$ cat src/rtl/reversi_move_sequencer_if.sv
// Move sequencer bus: game-control request/result plus board read and node write.
// master = control/board side, slave = sequencer.
interface reversi_move_sequencer_if;
  logic       start;
  logic [2:0] row;
  logic [2:0] col;
  logic       set_black;
  logic [5:0] rd_addr;
  logic [2:0] rd_state;
  logic [5:0] wr_addr;
  logic       wr_play;
  logic       wr_reverse;
  logic       wr_black;
  logic       busy;
  logic       done;
  logic       legal;
  logic [5:0] flip_count;

  modport master (
    output start, row, col, set_black, rd_state,
    input  rd_addr, wr_addr, wr_play, wr_reverse, wr_black,
    input  busy, done, legal, flip_count
  );

  modport slave (
    input  start, row, col, set_black, rd_state,
    output rd_addr, wr_addr, wr_play, wr_reverse, wr_black,
    output busy, done, legal, flip_count
  );
endinterface

$ cat src/rtl/reversi_move_sequencer.sv
// Sequences one Reversi move: ENABLE check, 8-ray scan, reverse strobes, place.
// Ports: clk, resetn (async, active-high), bus (request, board read, node write, result).
module reversi_move_sequencer (
  input logic                      clk,
  input logic                      resetn,
  reversi_move_sequencer_if.slave  bus
);
  typedef enum logic [2:0] {
    IDLE, CHECK, SCAN, FLIP, NEXT_DIR, PLACE, DONE
  } state_t;

  localparam logic [2:0] S_ENABLE = 3'b100;
  localparam logic [2:0] S_BLACK  = 3'b111;
  localparam logic [2:0] S_WHITE  = 3'b110;

  state_t state, state_nx;

  logic [2:0]        org_r, org_c, dir, run, rem;
  logic              blk, legal_q;
  logic [5:0]        flips;
  logic signed [3:0] cur_r, cur_c;

  function automatic logic signed [3:0] dr_of(input logic [2:0] d);
    case (d)
      3'd0, 3'd1, 3'd7: dr_of = -4'sd1;
      3'd3, 3'd4, 3'd5: dr_of = 4'sd1;
      default:          dr_of = 4'sd0;
    endcase
  endfunction

  function automatic logic signed [3:0] dc_of(input logic [2:0] d);
    case (d)
      3'd1, 3'd2, 3'd3: dc_of = 4'sd1;
      3'd5, 3'd6, 3'd7: dc_of = -4'sd1;
      default:          dc_of = 4'sd0;
    endcase
  endfunction

  logic signed [3:0] o_r, o_c, d_r, d_c;
  logic [2:0]        dir_inc, own, opp;
  logic [5:0]        cur_addr, org_addr;
  logic              oob;

  assign o_r      = $signed({1'b0, org_r});
  assign o_c      = $signed({1'b0, org_c});
  assign d_r      = dr_of(dir);
  assign d_c      = dc_of(dir);
  assign dir_inc  = dir + 3'd1;
  assign own      = blk ? S_BLACK : S_WHITE;
  assign opp      = blk ? S_WHITE : S_BLACK;
  // cursor only ever reaches -1..8, so bit 3 alone flags off-board
  assign oob      = cur_r[3] | cur_c[3];
  assign cur_addr = {cur_r[2:0], cur_c[2:0]};
  assign org_addr = {org_r, org_c};

  always_ff @(posedge clk or posedge resetn) begin
    if (resetn) state <= IDLE;
    else        state <= state_nx;
  end

  always_comb begin
    state_nx       = state;
    bus.rd_addr    = 6'd0;
    bus.wr_addr    = 6'd0;
    bus.wr_play    = 1'b0;
    bus.wr_reverse = 1'b0;
    bus.wr_black   = 1'b0;
    case (state)
      IDLE:
        if (bus.start) state_nx = CHECK;
      CHECK: begin
        bus.rd_addr = org_addr;
        state_nx = (bus.rd_state == S_ENABLE) ? SCAN : DONE;
      end
      SCAN: begin
        if (oob) begin
          state_nx = NEXT_DIR;
        end else begin
          bus.rd_addr = cur_addr;
          if (bus.rd_state == opp)
            state_nx = SCAN;
          else if (bus.rd_state == own && run != 3'd0)
            state_nx = FLIP;
          else
            state_nx = NEXT_DIR;
        end
      end
      FLIP: begin
        bus.wr_addr    = cur_addr;
        bus.wr_play    = 1'b1;
        bus.wr_reverse = 1'b1;
        if (rem == 3'd1) state_nx = NEXT_DIR;
      end
      NEXT_DIR:
        if (dir != 3'd7)        state_nx = SCAN;
        else if (flips != 6'd0) state_nx = PLACE;
        else                    state_nx = DONE;
      PLACE: begin
        bus.wr_addr  = org_addr;
        bus.wr_play  = 1'b1;
        bus.wr_black = blk;
        state_nx = DONE;
      end
      DONE:
        state_nx = IDLE;
      default:
        state_nx = IDLE;
    endcase
  end

  always_ff @(posedge clk or posedge resetn) begin
    if (resetn) begin
      org_r   <= 3'd0;
      org_c   <= 3'd0;
      blk     <= 1'b0;
      dir     <= 3'd0;
      run     <= 3'd0;
      rem     <= 3'd0;
      cur_r   <= 4'sd0;
      cur_c   <= 4'sd0;
      flips   <= 6'd0;
      legal_q <= 1'b0;
    end else begin
      case (state)
        IDLE:
          if (bus.start) begin
            org_r   <= bus.row;
            org_c   <= bus.col;
            blk     <= bus.set_black;
            flips   <= 6'd0;
            legal_q <= 1'b0;
          end
        CHECK: begin
          dir   <= 3'd0;
          run   <= 3'd0;
          cur_r <= o_r + dr_of(3'd0);
          cur_c <= o_c + dc_of(3'd0);
        end
        SCAN:
          if (!oob && bus.rd_state == opp) begin
            run   <= run + 3'd1;
            cur_r <= cur_r + d_r;
            cur_c <= cur_c + d_c;
          end else if (!oob && bus.rd_state == own && run != 3'd0) begin
            // rewind to the first bracketed cell for the flip pass
            rem   <= run;
            cur_r <= o_r + d_r;
            cur_c <= o_c + d_c;
          end
        FLIP: begin
          flips <= flips + 6'd1;
          rem   <= rem - 3'd1;
          cur_r <= cur_r + d_r;
          cur_c <= cur_c + d_c;
        end
        NEXT_DIR:
          if (dir != 3'd7) begin
            dir   <= dir_inc;
            run   <= 3'd0;
            cur_r <= o_r + dr_of(dir_inc);
            cur_c <= o_c + dc_of(dir_inc);
          end
        PLACE:
          legal_q <= 1'b1;
        default: ;
      endcase
    end
  end

  assign bus.busy       = (state != IDLE);
  assign bus.done       = (state == DONE);
  assign bus.legal      = legal_q;
  assign bus.flip_count = flips;
endmodule

$ cat src/flat_wrapper.sv
// flat-port wrapper written by rule: the top's interface ports become plain ports
module reversi_move_sequencer_flat 
  (clk, resetn, bus_start, bus_row, bus_col, bus_set_black, bus_rd_state, bus_rd_addr, bus_wr_addr, bus_wr_play, bus_wr_reverse, bus_wr_black, bus_busy, bus_done, bus_legal, bus_flip_count);
  reversi_move_sequencer_if bus_i ();
  input logic clk;
  input logic resetn;
  input wire logic [$bits(bus_i.start)-1:0] bus_start;
  input wire logic [$bits(bus_i.row)-1:0] bus_row;
  input wire logic [$bits(bus_i.col)-1:0] bus_col;
  input wire logic [$bits(bus_i.set_black)-1:0] bus_set_black;
  input wire logic [$bits(bus_i.rd_state)-1:0] bus_rd_state;
  output wire logic [$bits(bus_i.rd_addr)-1:0] bus_rd_addr;
  output wire logic [$bits(bus_i.wr_addr)-1:0] bus_wr_addr;
  output wire logic [$bits(bus_i.wr_play)-1:0] bus_wr_play;
  output wire logic [$bits(bus_i.wr_reverse)-1:0] bus_wr_reverse;
  output wire logic [$bits(bus_i.wr_black)-1:0] bus_wr_black;
  output wire logic [$bits(bus_i.busy)-1:0] bus_busy;
  output wire logic [$bits(bus_i.done)-1:0] bus_done;
  output wire logic [$bits(bus_i.legal)-1:0] bus_legal;
  output wire logic [$bits(bus_i.flip_count)-1:0] bus_flip_count;
  assign bus_i.start = bus_start;
  assign bus_i.row = bus_row;
  assign bus_i.col = bus_col;
  assign bus_i.set_black = bus_set_black;
  assign bus_i.rd_state = bus_rd_state;
  assign bus_rd_addr = bus_i.rd_addr;
  assign bus_wr_addr = bus_i.wr_addr;
  assign bus_wr_play = bus_i.wr_play;
  assign bus_wr_reverse = bus_i.wr_reverse;
  assign bus_wr_black = bus_i.wr_black;
  assign bus_busy = bus_i.busy;
  assign bus_done = bus_i.done;
  assign bus_legal = bus_i.legal;
  assign bus_flip_count = bus_i.flip_count;
  reversi_move_sequencer u_core (.clk(clk), .resetn(resetn), .bus(bus_i));
endmodule
$ cat config.mk
export PLATFORM = sky130hd
export DESIGN_NAME = reversi_move_sequencer_flat
export DESIGN_NICKNAME = d
export VERILOG_FILES = /design/src/rtl/reversi_move_sequencer_if.sv /design/src/rtl/reversi_move_sequencer.sv /design/src/flat_wrapper.sv
export SDC_FILE = /design/constraint.sdc
export NUM_CORES = 1
export LEC_CHECK = 0
export CAP_MARGIN = 20
export CORE_MARGIN = 2
export CORE_UTILIZATION = 55
export DETAILED_ROUTE_END_ITERATION = 8
export PLACE_DENSITY_LB_ADDON = 0.3
export SLEW_MARGIN = 0
export SYNTH_ARGS = -nofsm -noshare
export SYNTH_HDL_FRONTEND = slang
export SYNTH_SLANG_ARGS = --single-unit
$ cat constraint.sdc
create_clock -name clk -period 3.7 [get_ports clk]
set_clock_uncertainty 0.1 [all_clocks]
set_input_delay 0.555 -clock clk [delete_from_list [all_inputs] [get_ports clk]]
set_output_delay 0.555 -clock clk [all_outputs]
set_load 0.01 [all_outputs]
==> flow_summary.ini <==
[finish]
final_area_mm2 = 0.00346
fin_nets = 395
fin_cells = 412
final_util_pct = 67.3
drive_above_1_share_pct = 9.36
layout_common_cells = 36 x clkdlybuf4s50_1, 35 x ha_1, 34 x dfrtp_1, 23 x a21oi_1, 18 x nor2_1
n_antenna_cell = 0
area_delta_synth_final_pct = 17.6
layout_commonest_cell = clkdlybuf4s50_1

[placed_design]
place_congestion = 0.889
dpl.hpwl_mm = 5.25
dp_cells = 404
io_buffers = 36
dpl-instance-area_mm2 = 0.00336

[synth]
synth_seq_cells = 34
synth_area_per_cell_um2 = 9.64
synthCells = 305
ys.flop_type = dfrtp_1
yosysWarnings = 0
yosysSeqAreaShare_pct = 28.9
ys_top_cells_by_area = dfrtp_1 29%, ha_1 15%, fa_1 4.1%, a21oi_1 3.9%, mux2_1 2.7%
synthArstFlopShare_pct = 100
synth_top_area_cell = dfrtp_1
synth_nets = 359
synth.top_cell.area_share_pct = 28.9
synth.distinct_cells = 60
synth_edf_count = 0
synth_area_mm2 = 0.00294

[global_route]
grt_max_degree = 35
gr-usage-met1_pct = 34.9
use_met3_pct = 4.24
overflow = 0
grt_pass1_wl_mm = 11.7
grt_busiest_layer = met2
met2_usage_pct = 39.4
grt_pass1_vias = 2340
grt_usage_pct = 24.8
antenna_found_initial = 0

[clock_network]
cts.path.max_buffers = 2
clock-sinks = 34
clk_latency_ns = 0.30
cts_tree = done
cts_buffers = 5
h-tree-depth = 2
postCtsHoldBufs = 0
root_buffer = clkbuf_8
postCtsSetupRepairBufs = 0
clkSlewWorstSetupHoldPaths_ns = 0.08
post_cts_resized = 0

[power_and_ir_drop]
peakVddDrop_mv = 0.551
p_sw_mw = 1.48
power.density_mw_per_mm2 = 909
intPower_mw = 1.66
totalPowerFinal_mw = 3.14
power.leakage_nw = 1.55
p_comb_share_pct = 65.2
seq_power_share_pct = 25.3
switching_share_pct = 47.2
clockPowerShare_pct = 9.5

[route]
ant_nets = 0
drtIter0Drc = 159
wl_mm = 7.08
vias = 2511
drc = 0
drt-pass1-iter-count = 4
wl_per_cell_um = 17.2
drt-vias-per-instance = 6.09

[setup_path]
crit_path_top_delay_cell = dfrtp_1
crit_path_max_incr_delay_ns = 0.73
critPathCaptureType = primary output
reg2reg_depth = 11
startpoint_type = register
path_cells = nand2b_1 > nor4_2 > a22o_1 > clkdlybuf4s50_1
crit_required_ns = 3.04
worstPathArrival_ns = 2.52
worstPathMaxFanout = 20
critical_path_class = register to primary output

[timing]
finalSetupTns_ns = 0
rsz0062_at_grt = false
max_freq_ghz = 0.315
fin_crit_ns = 3.18
worstMarginPinSlew_ns = 0.697
setup_violations = 0
period_share_pct = 85.9
final-max-slew-violation-count = 0
relSlewSlack_pct = 53.2
hold_viol = 0

[floorplan]
coreArea_mm2 = 0.00514
die_area_mm2 = 0.00595
rows = 26
die_h_um = 77.1
io_pins = 37
initial_core_util_pct = 57.2
die_w_um = 77.1

[hold_path]
min_path_type = register to register
min_path_cells = 1

[run_status]
status = finished, final reports clean

[run]
max_cap_viol_count = 0
[logic make-up after synthesis]
group | after synthesis | synth area share (%)
xor gates and xnor gates | 12 | 4.77
DFF | 34 | 28.9
AOI/OAI and AO/OA | 92 | 22.2
muxes | 14 | 5.11
adders and majority gates | 41 | 19.0
and+or+nand+nor | 77 | 14.7
buffers and inverters | 35 | 5.36
[critical path, delay by kind of cell (launching register included)]
kind                   cells  cell delay (ns)
AND/OR/NAND/NOR            2             0.73
buffers and inverters      1             0.54
flip-flops                 1             0.73
AO/OA/AOI/OAI              1             0.23
[registers in the layout, summed over array words and instances (netlist names), 3 cells and up]
name / cells
u_core.bus.flip_count: 6
u_core.cur_c: 4
u_core.cur_r: 4
u_core.dir: 3
u_core.org_c: 3
u_core.org_r: 3
u_core.rem: 3
u_core.run: 3
u_core.state: 3
[metrics by stage]
step                hold WS, ns  worst slack [ns]
floorplan                 0.384             0.748
global placement          0.402             0.913
detailed placement        0.404             0.843
CTS                       0.418             0.546
global route              0.432             0.332
finish                    0.412             0.523
[path summary, 6_finish.rpt]
check                           slack, ns                                  from                                    to
worst max-delay path                 0.52           u_core.state[1]$_DFFE_PP0P_                        bus_rd_addr[3]
worst min-delay path                 0.41  u_core.bus.flip_count[5]$_DFFE_PP0P_  u_core.bus.flip_count[5]$_DFFE_PP0P_
worst max register to register       0.84             u_core.dir[0]$_DFFE_PP0P_           u_core.cur_c[3]$_DFFE_PP0P_
worst min register to register       0.41  u_core.bus.flip_count[5]$_DFFE_PP0P_  u_core.bus.flip_count[5]$_DFFE_PP0P_
max in group asynchronous            2.61                                resetn           u_core.cur_c[2]$_DFFE_PP0P_
min in group asynchronous            0.58                                resetn           u_core.cur_r[2]$_DFFE_PP0P_
[area by class of cell]
cell class	instances	area, um^2
Sequential cell	34	851
Timing Repair Buffer	43	413
Fill cell	448	1680
Clock inverter	2	12.5
Multi-Input combinational cell	236	1930
Tap cell	70	87.6
Clock buffer	6	82.6
Inverter	21	78.8
[Yosys cell counts, drive strengths merged (3+ instances only)]
cell	number
o211ai	3
nor3	7
inv	21
xor2	5
clkbuf	5
dfrtp	34
a21o	8
mux2	8
and3	3
ha	35
nor2	19
and2	3
o21ai	16
buf	9
fa	6
a22o	8
a22oi	8
xnor2	5
nand3	6
a211oi	5
a221oi	3
mux2i	6
nor2b	8
nand2	16
o21a	3
a21oi	25
[routing by layer]
| metal | share of wire (%) | routed length [um] |
|---|---|---|
| met1 | 46 | 3240 |
| met5 | 0 | 0 |
| met4 | 1.3 | 92 |
| met3 | 4.3 | 307 |
| met2 | 49 | 3450 |
[power by group through the flow]
stage | Sequential [mW] | Combinational (mW) | Clock (mW)
after CTS | 0.791 | 2.05 | 0.303
after detailed placement | 0.799 | 2.02 | 0
after global routing | 0.826 | 2.25 | 0.327
final | 0.796 | 2.05 | 0.299
after floorplan | 0.683 | 1.56 | 0
after global placement | 0.784 | 1.94 | 0
No activity file was read; power rests on OpenSTA's default activity.
